--- src/rtl/proc_dbg_pkg.sv ---
// Shared types and default widths for the processor run/halt/step debug block.
// Pure declarations; no timing or flow-control behaviour.
package proc_dbg_pkg;

  typedef enum logic [1:0] {
    S_HALT = 2'd0,
    S_RUN  = 2'd1,
    S_STEP = 2'd2
  } run_state_t;

  localparam int PC_W_DEF   = 32;
  localparam int CYC_W_DEF  = 32;
  localparam int STEP_W_DEF = 8;

endpackage

--- src/rtl/proc_run_ctrl_sat_counter.sv ---
// Saturating up-counter with synchronous clear; clear beats increment.
// One-cycle update latency, no backpressure (holds at all-ones instead of wrapping).
module sat_counter #(
  parameter int W = 32
) (
  input  logic         clk,
  input  logic         reset,
  input  logic         clr,
  input  logic         inc,
  output logic [W-1:0] cnt
);

  always_ff @(posedge clk or posedge reset) begin
    if (reset) begin
      cnt <= '0;
    end else if (clr) begin
      cnt <= '0;
    end else if (inc && (cnt != '1)) begin
      cnt <= cnt + W'(1);
    end
  end

endmodule

--- src/rtl/proc_run_ctrl.sv ---
// Run/halt/single-step sequencer gating the core's commit enable; optional PC breakpoint
// under PROC_RUN_BREAKPOINT_EN. Requests act the next cycle; enable/bp_stop are combinational.
module proc_run_ctrl
  import proc_dbg_pkg::*;
#(
  parameter int PC_W   = PC_W_DEF,
  parameter int CYC_W  = CYC_W_DEF,
  parameter int STEP_W = STEP_W_DEF
) (
  input  logic              clk,
  input  logic              reset,
  input  logic              run_req,
  input  logic              halt_req,
  input  logic              step_req,
  input  logic [STEP_W-1:0] step_n,
  input  logic              clr_cnt,
  input  logic [PC_W-1:0]   pc,
  input  logic [PC_W-1:0]   bp_addr,
  input  logic              bp_valid,
  output logic              enable,
  output logic [1:0]        state,
  output logic              done,
  output logic              bp_hit,
  output logic [CYC_W-1:0]  icount
);

  run_state_t        st;
  run_state_t        st_nxt;
  logic [STEP_W-1:0] cnt;
  logic [STEP_W-1:0] cnt_nxt;
  logic              active;
  logic              accept;
  logic              bp_stop;

  assign active = (st == S_RUN) || (st == S_STEP);
  assign enable = active & ~bp_stop;
  assign state  = st;
  assign accept = (st == S_HALT) & ~halt_req & (step_req | run_req);

  always_comb begin
    st_nxt  = st;
    cnt_nxt = cnt;
    case (st)
      S_HALT: begin
        if (!halt_req) begin
          if (step_req) begin
            st_nxt  = S_STEP;
            cnt_nxt = (step_n == '0) ? STEP_W'(1) : step_n;
          end else if (run_req) begin
            st_nxt = S_RUN;
          end
        end
      end
      S_RUN: begin
        if (halt_req || bp_stop) st_nxt = S_HALT;
      end
      S_STEP: begin
        if (enable) cnt_nxt = cnt - STEP_W'(1);
        if (halt_req || bp_stop || (enable && (cnt == STEP_W'(1)))) st_nxt = S_HALT;
      end
      default: st_nxt = S_HALT;
    endcase
  end

  always_ff @(posedge clk or posedge reset) begin
    if (reset) begin
      st   <= S_HALT;
      cnt  <= '0;
      done <= 1'b0;
    end else begin
      st   <= st_nxt;
      cnt  <= cnt_nxt;
      done <= active && (st_nxt == S_HALT);
    end
  end

`ifdef PROC_RUN_BREAKPOINT_EN
  logic skip;

  // skip lets a resume from a breakpoint commit the instruction at bp_addr once
  assign bp_stop = active & bp_valid & (pc == bp_addr) & ~skip;

  always_ff @(posedge clk or posedge reset) begin
    if (reset) begin
      skip   <= 1'b0;
      bp_hit <= 1'b0;
    end else begin
      if (accept)      skip <= 1'b1;
      else if (enable) skip <= 1'b0;
      if (accept)       bp_hit <= 1'b0;
      else if (bp_stop) bp_hit <= 1'b1;
    end
  end
`else
  logic unused_bp;

  assign bp_stop   = 1'b0;
  assign bp_hit    = 1'b0;
  assign unused_bp = ^{pc, bp_addr, bp_valid, accept};
`endif

  sat_counter #(.W(CYC_W)) u_icount (
    .clk   (clk),
    .reset (reset),
    .clr   (clr_cnt),
    .inc   (enable),
    .cnt   (icount)
  );

endmodule
--- config.mk ---
export PLATFORM = sky130hd
export DESIGN_NAME = proc_run_ctrl
export DESIGN_NICKNAME = d
export VERILOG_FILES = /design/src/rtl/proc_dbg_pkg.sv /design/src/rtl/proc_run_ctrl_sat_counter.sv /design/src/rtl/proc_run_ctrl.sv
export SDC_FILE = /design/constraint.sdc
export NUM_CORES = 1
export LEC_CHECK = 0
export CORE_MARGIN = 4
export CORE_UTILIZATION = 45
export CTS_CLUSTER_SIZE = 25
export DETAILED_ROUTE_END_ITERATION = 12
export MAX_ROUTING_LAYER = met4
export PLACE_DENSITY = 0.95
export SLEW_MARGIN = 20
export SYNTH_ARGS = -nofsm -noshare
export SYNTH_HDL_FRONTEND = slang
export SYNTH_HIERARCHICAL = 1
export SYNTH_SLANG_ARGS = --single-unit
--- constraint.sdc ---
create_clock -name clk -period 7.1 [get_ports clk]
set_input_delay 1.42 -clock clk [delete_from_list [all_inputs] [get_ports clk]]
set_output_delay 1.42 -clock clk [all_outputs]
set_load 0.005 [all_outputs]
==> run summary, run 1 <==
PortBufs -> 49
First-pass GRT wire length -> 10.12 mm
Sequential area share after synthesis -> 0.4262
Post-synth EDFFs -> 0
Drt drc -> 0
Most frequent cells in the layout -> 48 x clkdlybuf4s50_1, 43 x dfrtp_1, 39 x a21oi_1, 17 x inv_1, 17 x nand2_1
Worst min path class -> reg -> reg
Die W -> 82.91 um
Nets -> 410
Syn-to-layout area delta -> 26.36%
Status -> complete, no violations
Most common cell after layout, fill and taps aside -> clkdlybuf4s50_1
Largest net degree at the start of global routing -> 33
Setup_tns -> 0 ns
Least-Margin Pin Slew -> 0.8529 ns
Vias post-DR -> 2397
DIE AREA -> 0.006873 mm^2
Ratio of cells with drive above 1 in the final layout -> 0.07077
Drt wl/cell -> 15.10 um
Avg Cell Area, Syn -> 9.148 um^2
Final ANT Viol Nets -> 0
Final clock period utilization by the worst path -> 0.4693
Max-cap violations -> 0
Post-CTS sizing -> 0
Setup ws final -> 3.768 ns
Post-synth ARST share -> 1.000
Worst-case clock buffer depth -> 2
All-layer global routing usage -> 0.1771
Die height -> 82.91 um
Fill count -> 501
Post-CTS Setup Inserts -> 0
Distinct cells, synth -> 50
Critical-path top delay cell -> clkdlybuf4s50_1
CP Launch Type -> flop
Later-pin clock latency in the skew report -> 0.30 ns
Yosys warns -> 6
Row count -> 27
DR pass1 iterations -> 4
Worst Hold Path EP -> u_icount/cnt[31]$_DFFE_PP0P_
Worst VDD drop -> 0.2009 mV
CTS tree -> built
Netlist Area Pre-Place -> 0.002525 mm^2
Crit-path cells -> inv_1, ha_1, clkdlybuf4s50_1
Initial Util -> 0.4614
Critical path class -> reg -> out
CTS Root Cell -> clkbuf_8
Pins Over Slew Limit -> 0
R2r worst-path depth -> 8
Gr ovfl total -> 0
Worst hold start -> u_icount/cnt[31]$_DFFE_PP0P_
CP endpoint kind -> primary output
Final setup fails -> 0
LEAKAGE -> 0.001197 uW
Worst-case clock skew -> 0.004158 ns
I/O pin cnt -> 116
R2R Path End -> u_icount/cnt[27]$_DFFE_PP0P_
Hold path cells -> 2
Vias in the first global route -> 2313
Post-Route WL -> 5.993 mm
Slew HR -> 0.4252
DP HPWL -> 4.268 mm
Worst R2R Start -> state[1]$_DFF_PP0_
Synthesized Nets -> 362
Initial antenna violation count -> 0
Hold_buf cts -> 0
Area occupied by multi-input gates -> 0.001343 mm^2
Critical path data required time -> 5.68 ns
Final hold vios -> 0
# H-tree levels -> 2
Core area -> 0.005473 mm^2
# diodes -> 0
Ys flop type -> dfrtp_1
Drt via density -> 6.038
PD cells -> 251.1 mW/mm^2
Crit path DAT -> 1.91 ns
Mapped Cells -> 276
Synth Register Bits -> 43
Worst path max stage delay -> 0.57 ns
Inserted Clock Buffers -> 5
Pre-CTS setup slack -> 4.040 ns
FF/Latch Area -> 0.001076 mm^2
Iteration-0 DRC Markers -> 115
Post-layout minimum cycle time -> 3.332 ns
Clk sinks -> 43
Fmax -> 300.1 MHz
Clock-pin slew on the worst setup and hold paths -> 0.08 ns
Routability Congestion -> 0.8843
Reg2reg setup slack -> 4.26 ns
RSZ-0062 raised after global routing -> false
CP Max Fanout -> 7
## per-stage QoR
| stage | instances | hold slack (ns) | total power, uW | util | area, um^2 |
|---|---|---|---|---|---|
| after floorplan | 276 | 0.5191 | 516.2 | - | 2525 |
| after global placement | 389 | 0.5478 | 588.0 | 0.5610 | 3070 |
| after detailed placement | 389 | 0.5675 | 605.3 | 0.5610 | 3070 |
| after CTS | 397 | 0.5784 | 805.6 | 0.5825 | 3188 |
| after global routing | 397 | 0.5978 | 850.5 | 0.5830 | 3191 |
| final | 397 | 0.5812 | 801.1 | 0.5830 | 3191 |
## flip-flops by register name, summed over array words and instances, names as in the netlist
register,cells
done,1
state,2
u_icount/cnt,32
cnt,8
## synthesized netlist by cell type (all sizes together), types with 3 or more instances
master	n	area, um^2
a21oi	39	195.2
a2bb2oi	3	26.28
and3	3	18.77
and4	4	35.03
buf	3	23.77
clkbuf	7	26.28
dfrtp	43	1076
ha	7	87.58
inv	17	63.81
mux2i	3	30.03
nand2	17	63.81
nand2b	3	18.77
nand3	14	70.07
nand4	7	50.05
nor2	9	33.78
nor3	3	15.01
nor4	4	25.02
o21ai	16	80.08
o22ai	4	25.02
o31ai	15	112.6
or3	15	98.84
or4	16	123.9
## worst max-delay path: cells and delay by family (launching register included)
family | cells | cell delay (ns)
buf+inv | 2 | 0.67
flops | 1 | 0.47
fa+ha+maj | 1 | 0.47
## report_power, final
group / internal, uW / leakage [uW] / switching, uW
Combinational: 130 / 0.000560 / 155
Sequential: 280 / 0.000576 / 36.2
Clock: 114 / 0.0000612 / 85.7
Total: 524 / 0.00120 / 277
## routing by layer
layer  GRT usage  wire length [um]
met1      0.1932              2567
met2      0.3141              3096
met3     0.04167               253
met4     0.06241                76
met5           -                 0
## area by class of cell
type                    instances  area share
well taps                      72     0.02824
flip-flops and latches         43      0.3373
repair buffers                 51      0.1569
clock inverters                 2     0.01098
inverters                      17     0.02000
multi-input cells             206      0.4208
clock buffers                   6     0.02588
## cells by family (layout without fill, tap and decap cells)
group                      after synthesis  in the layout  share of synthesized area
and+or+nand+nor                        100            100                     0.2388
buffers and inverters                   27             76                    0.04509
AOI/OAI and AO/OA                       92             92                     0.2314
DFF                                     43             43                     0.4262
muxes                                    3              3                    0.01189
other                                    1              1                   0.001485
adders and majority gates                7              7                    0.03469
xor gates and xnor gates                 3              3                    0.01041
## worst max path at each step
stage	end	cells after the start	from	slack [ns]
4_1_cts	enable	3	state[1]$_DFF_PP0_	3.76
3_3_place_gp	u_icount/cnt[6]$_DFFE_PP0P_	2	clr_cnt	4.06
5_1_grt	enable	3	state[1]$_DFF_PP0_	3.69
3_5_place_dp	u_icount/cnt[16]$_DFFE_PP0P_	3	clr_cnt	4.04
2_1_floorplan	done$_DFF_PP0_	4	halt_req	4.61
6_report	enable	3	state[1]$_DFF_PP0_	3.77
No activity file was read; power rests on OpenSTA's default activity.
==> inputs of run 2 (changes only) <==
- CORE_UTILIZATION: 45 -> 42
- PLACE_DENSITY: 0.95 -> 0.92
- clock period: 7.1 -> 3.4 ns (I/O delays scaled with it)
==> run 2 against run 1 <==
  * Cell area grew 1.1%
  * Routed wire length down 0.98%
  * Worst hold slack is essentially flat
  * Die area rose by 6.4%
  * Core utilization shrank 1.5 points
  * Largest power group unchanged
  * Critical endpoint is now u_icount/cnt[27]$_DFFE_PP0P_
  * Critical path depth grew 5
  * Largest cell class unchanged
  * Cell count up 0.76%
==> run summary, run 2 (same netlist as run 1, synthesis figures left out) <==
Status -> complete, no violations
PD cells -> 539.3 mW/mm^2
Post-layout minimum cycle time -> 2.559 ns
# H-tree levels -> 2
Ratio of cells with drive above 1 in the final layout -> 0.07012
Worst-case clock skew -> 0.008318 ns
Worst-case clock buffer depth -> 2
Initial Util -> 0.4449
Crit path DAT -> 2.77 ns
R2R Path End -> u_icount/cnt[27]$_DFFE_PP0P_
All-layer global routing usage -> 0.1683
Critical path class -> reg -> reg
Syn-to-layout area delta -> 27.75%
Worst min path class -> reg -> reg
DP HPWL -> 4.296 mm
R2r worst-path depth -> 8
Final ANT Viol Nets -> 0
DR pass1 iterations -> 4
Vias in the first global route -> 2218
CTS tree -> built
Drt drc -> 0
Hold_buf cts -> 0
Slew HR -> 0.4440
Hold slack -> 0.5814 ns
Later-pin clock latency in the skew report -> 0.30 ns
Most frequent cells in the layout -> 49 x clkdlybuf4s50_1, 43 x dfrtp_1, 39 x a21oi_1, 17 x inv_1, 17 x nand2_1
Drt via density -> 5.950
Hold path cells -> 2
Core area -> 0.005675 mm^2
Routability Congestion -> 0.8200
Sw frac -> 0.3325
P_sw -> 578.5 uW
Clock-pin slew on the worst setup and hold paths -> 0.08 ns
Final clock period utilization by the worst path -> 0.7527
Largest net degree at the start of global routing -> 33
CTS Root Cell -> clkbuf_8
Final core utilization -> 0.5683
Die height -> 85.54 um
Inserted Clock Buffers -> 5
DIE AREA -> 0.007316 mm^2
Worst hold start -> u_icount/cnt[31]$_DFFE_PP0P_
Area occupied by multi-input gates -> 0.001335 mm^2
Setup_tns -> 0 ns
Final hold vios -> 0
Final setup fails -> 0
Reg2reg setup slack -> 0.84 ns
Worst R2R Start -> state[1]$_DFF_PP0_
CP endpoint kind -> flop
Row count -> 27
# diodes -> 0
Post-CTS sizing -> 0
RSZ-0062 raised after global routing -> false
Max-cap violations -> 0
Biggest register -> u_icount/cnt
Initial antenna violation count -> 0
Post-CTS Setup Inserts -> 0
Seq pwr share -> 0.378
Fmax -> 390.7 MHz
PortBufs -> 49
Worst VDD drop -> 0.4528 mV
CP Launch Type -> flop
Clk sinks -> 43
Most common cell after layout, fill and taps aside -> clkdlybuf4s50_1
Iteration-0 DRC Markers -> 131
CP Max Fanout -> 15
Nets -> 413
Critical path data required time -> 3.61 ns
Drt wl/cell -> 14.84 um
FF/Latch Area -> 0.001076 mm^2
Worst Hold Path EP -> u_icount/cnt[31]$_DFFE_PP0P_
Pins Over Slew Limit -> 0
Die W -> 85.54 um
Fill count -> 501
Clk pwr share -> 0.272
Post-Route WL -> 5.934 mm
Max reg flops -> 32
Vias post-DR -> 2380
Int Power -> 1161 uW
Fin cells -> 400
First-pass GRT wire length -> 9.908 mm
Gr ovfl total -> 0
I/O pin cnt -> 116
Combinational power share -> 0.351
Least-Margin Pin Slew -> 0.8249 ns
Placed cells -> 392
LEAKAGE -> 0.001215 uW
-- run 2: critical path, stage by stage (launching register included) --
cell and delay, ns:
dfrtp_1 0.47, inv_1 0.10, ha_1 0.30, nand4_1 0.24, nor3_1 0.32, o311ai_1 0.14
buf_4 0.20, or4_1 0.52, a21oi_1 0.17
-- run 2: worst max-delay path by stage --
stage,start,endpoint,depth (start not counted)
6_report,state[1]$_DFF_PP0_,u_icount/cnt[27]$_DFFE_PP0P_,8
5_1_grt,state[1]$_DFF_PP0_,u_icount/cnt[27]$_DFFE_PP0P_,8
4_1_cts,state[1]$_DFF_PP0_,u_icount/cnt[27]$_DFFE_PP0P_,8
3_5_place_dp,state[1]$_DFF_PP0_,u_icount/cnt[27]$_DFFE_PP0P_,8
3_3_place_gp,state[1]$_DFF_PP0_,u_icount/cnt[27]$_DFFE_PP0P_,8
2_1_floorplan,state[1]$_DFF_PP0_,u_icount/cnt[19]$_DFFE_PP0P_,8
-- run 2: final cells by class --
| type | count | share of cell area |
|---|---|---|
| clock buffer | 6 | 0.02250 |
| clock inverter | 2 | 0.01862 |
| inverter | 17 | 0.01978 |
| multi-input combinational | 206 | 0.4139 |
| sequential | 43 | 0.3336 |
| tap | 72 | 0.02793 |
| timing repair buffer | 54 | 0.1637 |
-- run 2: per-layer routing --
metal | part of all wire | up-vias | GRT usage | routed length (um)
met5 | 0 | - | - | 0
met4 | 0.0067 | 0 | 0.03597 | 40
met3 | 0.050 | 5 | 0.04323 | 297
met2 | 0.51 | 59 | 0.2804 | 3008
met1 | 0.44 | 1156 | 0.2066 | 2589
li1 | - | 1160 | - | -
-- run 2: power groups by stage --
stage                     logic (uW)  clock network (uW)  registers (uW)
final                            610                 472             657
after global routing             687                 503             672
after CTS                        614                 483             657
after detailed placement         608                   0             666
after global placement           583                   0             664
after floorplan                  427                   0             651
-- run 2: metrics by stage --
| step | setup WS [ns] | area [um^2] | power (uW) |
|---|---|---|---|
| 2_1_floorplan | 1.086 | 2525 | 1078 |
| 3_3_place_gp | 0.9769 | 3093 | 1247 |
| 3_5_place_dp | 0.8902 | 3093 | 1275 |
| 4_1_cts | 0.8450 | 3226 | 1754 |
| 5_1_grt | 0.6079 | 3226 | 1862 |
| 6_report | 0.8407 | 3226 | 1740 |
==> inputs of run 3 (changes only) <==
- clock period: 3.4 -> 2.45 ns (I/O delays scaled with it)
==> run 3 against run 2 <==
  * Routed wire length is 6.3% higher
  * Largest cell class unchanged
  * Critical path depth unchanged
  * Sequential share of layout area fell by 0.72 points
  * Flip-flop and latch count is the same
  * Combinational power up 56%
  * Die area unchanged
  * First-iteration DRC count increased by 73%
  * Clock power is 3% lower
  * Cell area rose by 2.2%
  * Maximum frequency rose by 9.5%
  * Largest power group is now combinational logic
  * Non-clock buffer count rose by 14
==> run summary, run 3 (same netlist as run 1, synthesis figures left out) <==
Die height -> 85.54 um
Worst R2R Start -> state[1]$_DFF_PP0_
Worst min path class -> in -> async
Combinational power share -> 0.411
DR pass1 iterations -> 5
Iteration-0 DRC Markers -> 226
CP Launch Type -> flop
Inserted Clock Buffers -> 5
CTS Root Cell -> clkbuf_8
Worst-case clock buffer depth -> 2
Core area -> 0.005675 mm^2
Most frequent cells in the layout -> 49 x clkdlybuf4s50_1, 43 x dfrtp_1, 39 x a21oi_1, 19 x buf_4
Status -> complete, no violations
First-pass GRT wire length -> 10.37 mm
Max reg flops -> 32
Slew HR -> 0.6294
Clock-pin slew on the worst setup and hold paths -> 0.09 ns
Max-cap violations -> 0
Syn-to-layout area delta -> 30.57%
Cell area after layout -> 0.003297 mm^2
Setup_tns -> 0 ns
DP HPWL -> 4.510 mm
Later-pin clock latency in the skew report -> 0.30 ns
I/O pin cnt -> 116
CTS tree -> built
All-layer global routing usage -> 0.1751
Die W -> 85.54 um
Critical path startpoint -> state[1]$_DFF_PP0_
Sw frac -> 0.3660
Gr ovfl total -> 0
LEAKAGE -> 0.001259 uW
P_sw -> 844.7 uW
Reg2reg setup slack -> 0.11 ns
Placed cell areas -> 0.003168 mm^2
Drt via density -> 5.981
R2r worst-path depth -> 8
Crit path DAT -> 2.57 ns
Clk sinks -> 43
Critical path class -> reg -> reg
CP endpoint kind -> flop
PD cells -> 699.9 mW/mm^2
Clk pwr share -> 0.197
Drt wl/cell -> 15.24 um
RSZ-0062 raised after global routing -> true
DIE AREA -> 0.007316 mm^2
Ratio of cells with drive above 1 in the final layout -> 0.1170
Seq pwr share -> 0.391
Initial antenna violation count -> 0
Pins Over Slew Limit -> 0
Routability Congestion -> 0.8363
Drt drc -> 0
R2R Path End -> u_icount/cnt[27]$_DFFE_PP0P_
Row count -> 27
Biggest register -> u_icount/cnt
Final hold vios -> 0
Nets -> 427
Final setup fails -> 0
Critical path data required time -> 2.68 ns
Final core utilization -> 0.5809
Int Power -> 1463 uW
Hold_buf cts -> 0
Pre-CTS setup slack -> 0.04448 ns
Fmax -> 427.8 MHz
# diodes -> 0
Post-Route WL -> 6.310 mm
Critical path destination -> u_icount/cnt[27]$_DFFE_PP0P_
Least-Margin Pin Slew -> 0.5508 ns
Worst VDD drop -> 0.6035 mV
Final clock period utilization by the worst path -> 0.9541
Largest net degree at the start of global routing -> 33
Initial Util -> 0.4449
Vias in the first global route -> 2327
CP Max Fanout -> 15
PortBufs -> 49
Final ANT Viol Nets -> 0
Post-layout minimum cycle time -> 2.338 ns
Vias post-DR -> 2476
Setup ws final -> 0.1125 ns
# H-tree levels -> 2
Worst-case clock skew -> 0.01333 ns
Most common cell after layout, fill and taps aside -> clkdlybuf4s50_1
run 3: cell type report:
class	count	area (um^2)
fill	489	2379
multi-input combinational	206	1345
clock inverter	3	20.02
inverter	17	63.81
tap	72	90.09
sequential	43	1076
clock buffer	5	68.82
timing repair buffer	68	633.1
run 3: layer usage:
layer,vias to the layer above,track usage,share of wire
li1,1186,-,-
met1,1224,0.2016,0.42
met2,61,0.3093,0.53
met3,5,0.04323,0.052
met4,0,0.03597,0.0060
met5,-,-,0
run 3: metrics by stage:
stage / hold slack (ns) / total power [uW] / instances
3_3_place_gp: 0.5516 / 1793 / 402
3_5_place_dp: 0.5621 / 1851 / 402
4_1_cts: 0.5558 / 2307 / 410
2_1_floorplan: 0.3424 / 1496 / 276
6_report: 0.5492 / 2308 / 414
5_1_grt: 0.5661 / 2468 / 414
run 3: timing repair:
action | 4_1_cts | 5_1_grt
gates resized for setup | 0 | 2
endpoints found under the setup margin | 0 | 10
setup buffers | 0 | 4
run 3: critical path, stage by stage (launching register included):
cell and delay [ns]:
dfrtp_1 0.36, inv_1 0.06, ha_1 0.31, nand4_1 0.26, nor3_2 0.28, o311ai_1 0.14
buf_4 0.21, or4_1 0.50, a21oi_1 0.15
run 3: worst min-delay path by stage:
| stage | start | end | slack [ns] | cells after the start |
|---|---|---|---|---|
| finish | reset | state[1]$_DFF_PP0_ | 0.55 | 2 |
| detailed placement | u_icount/cnt[31]$_DFFE_PP0P_ | u_icount/cnt[31]$_DFFE_PP0P_ | 0.56 | 2 |
| CTS | reset | state[1]$_DFF_PP0_ | 0.56 | 2 |
| global route | reset | cnt[4]$_DFFE_PP0P_ | 0.57 | 2 |
| global placement | cnt[7]$_DFFE_PP0P_ | cnt[7]$_DFFE_PP0P_ | 0.55 | 1 |
| floorplan | reset | cnt[0]$_DFFE_PP0P_ | 0.34 | 1 |
run 3: power by group through the flow:
stage	registers (uW)	clock network [uW]	logic [uW]
after floorplan	904	0	592
after global placement	904	0	889
after detailed placement	913	0	938
after CTS	901	466	940
after global routing	919	501	1050
final	902	456	949
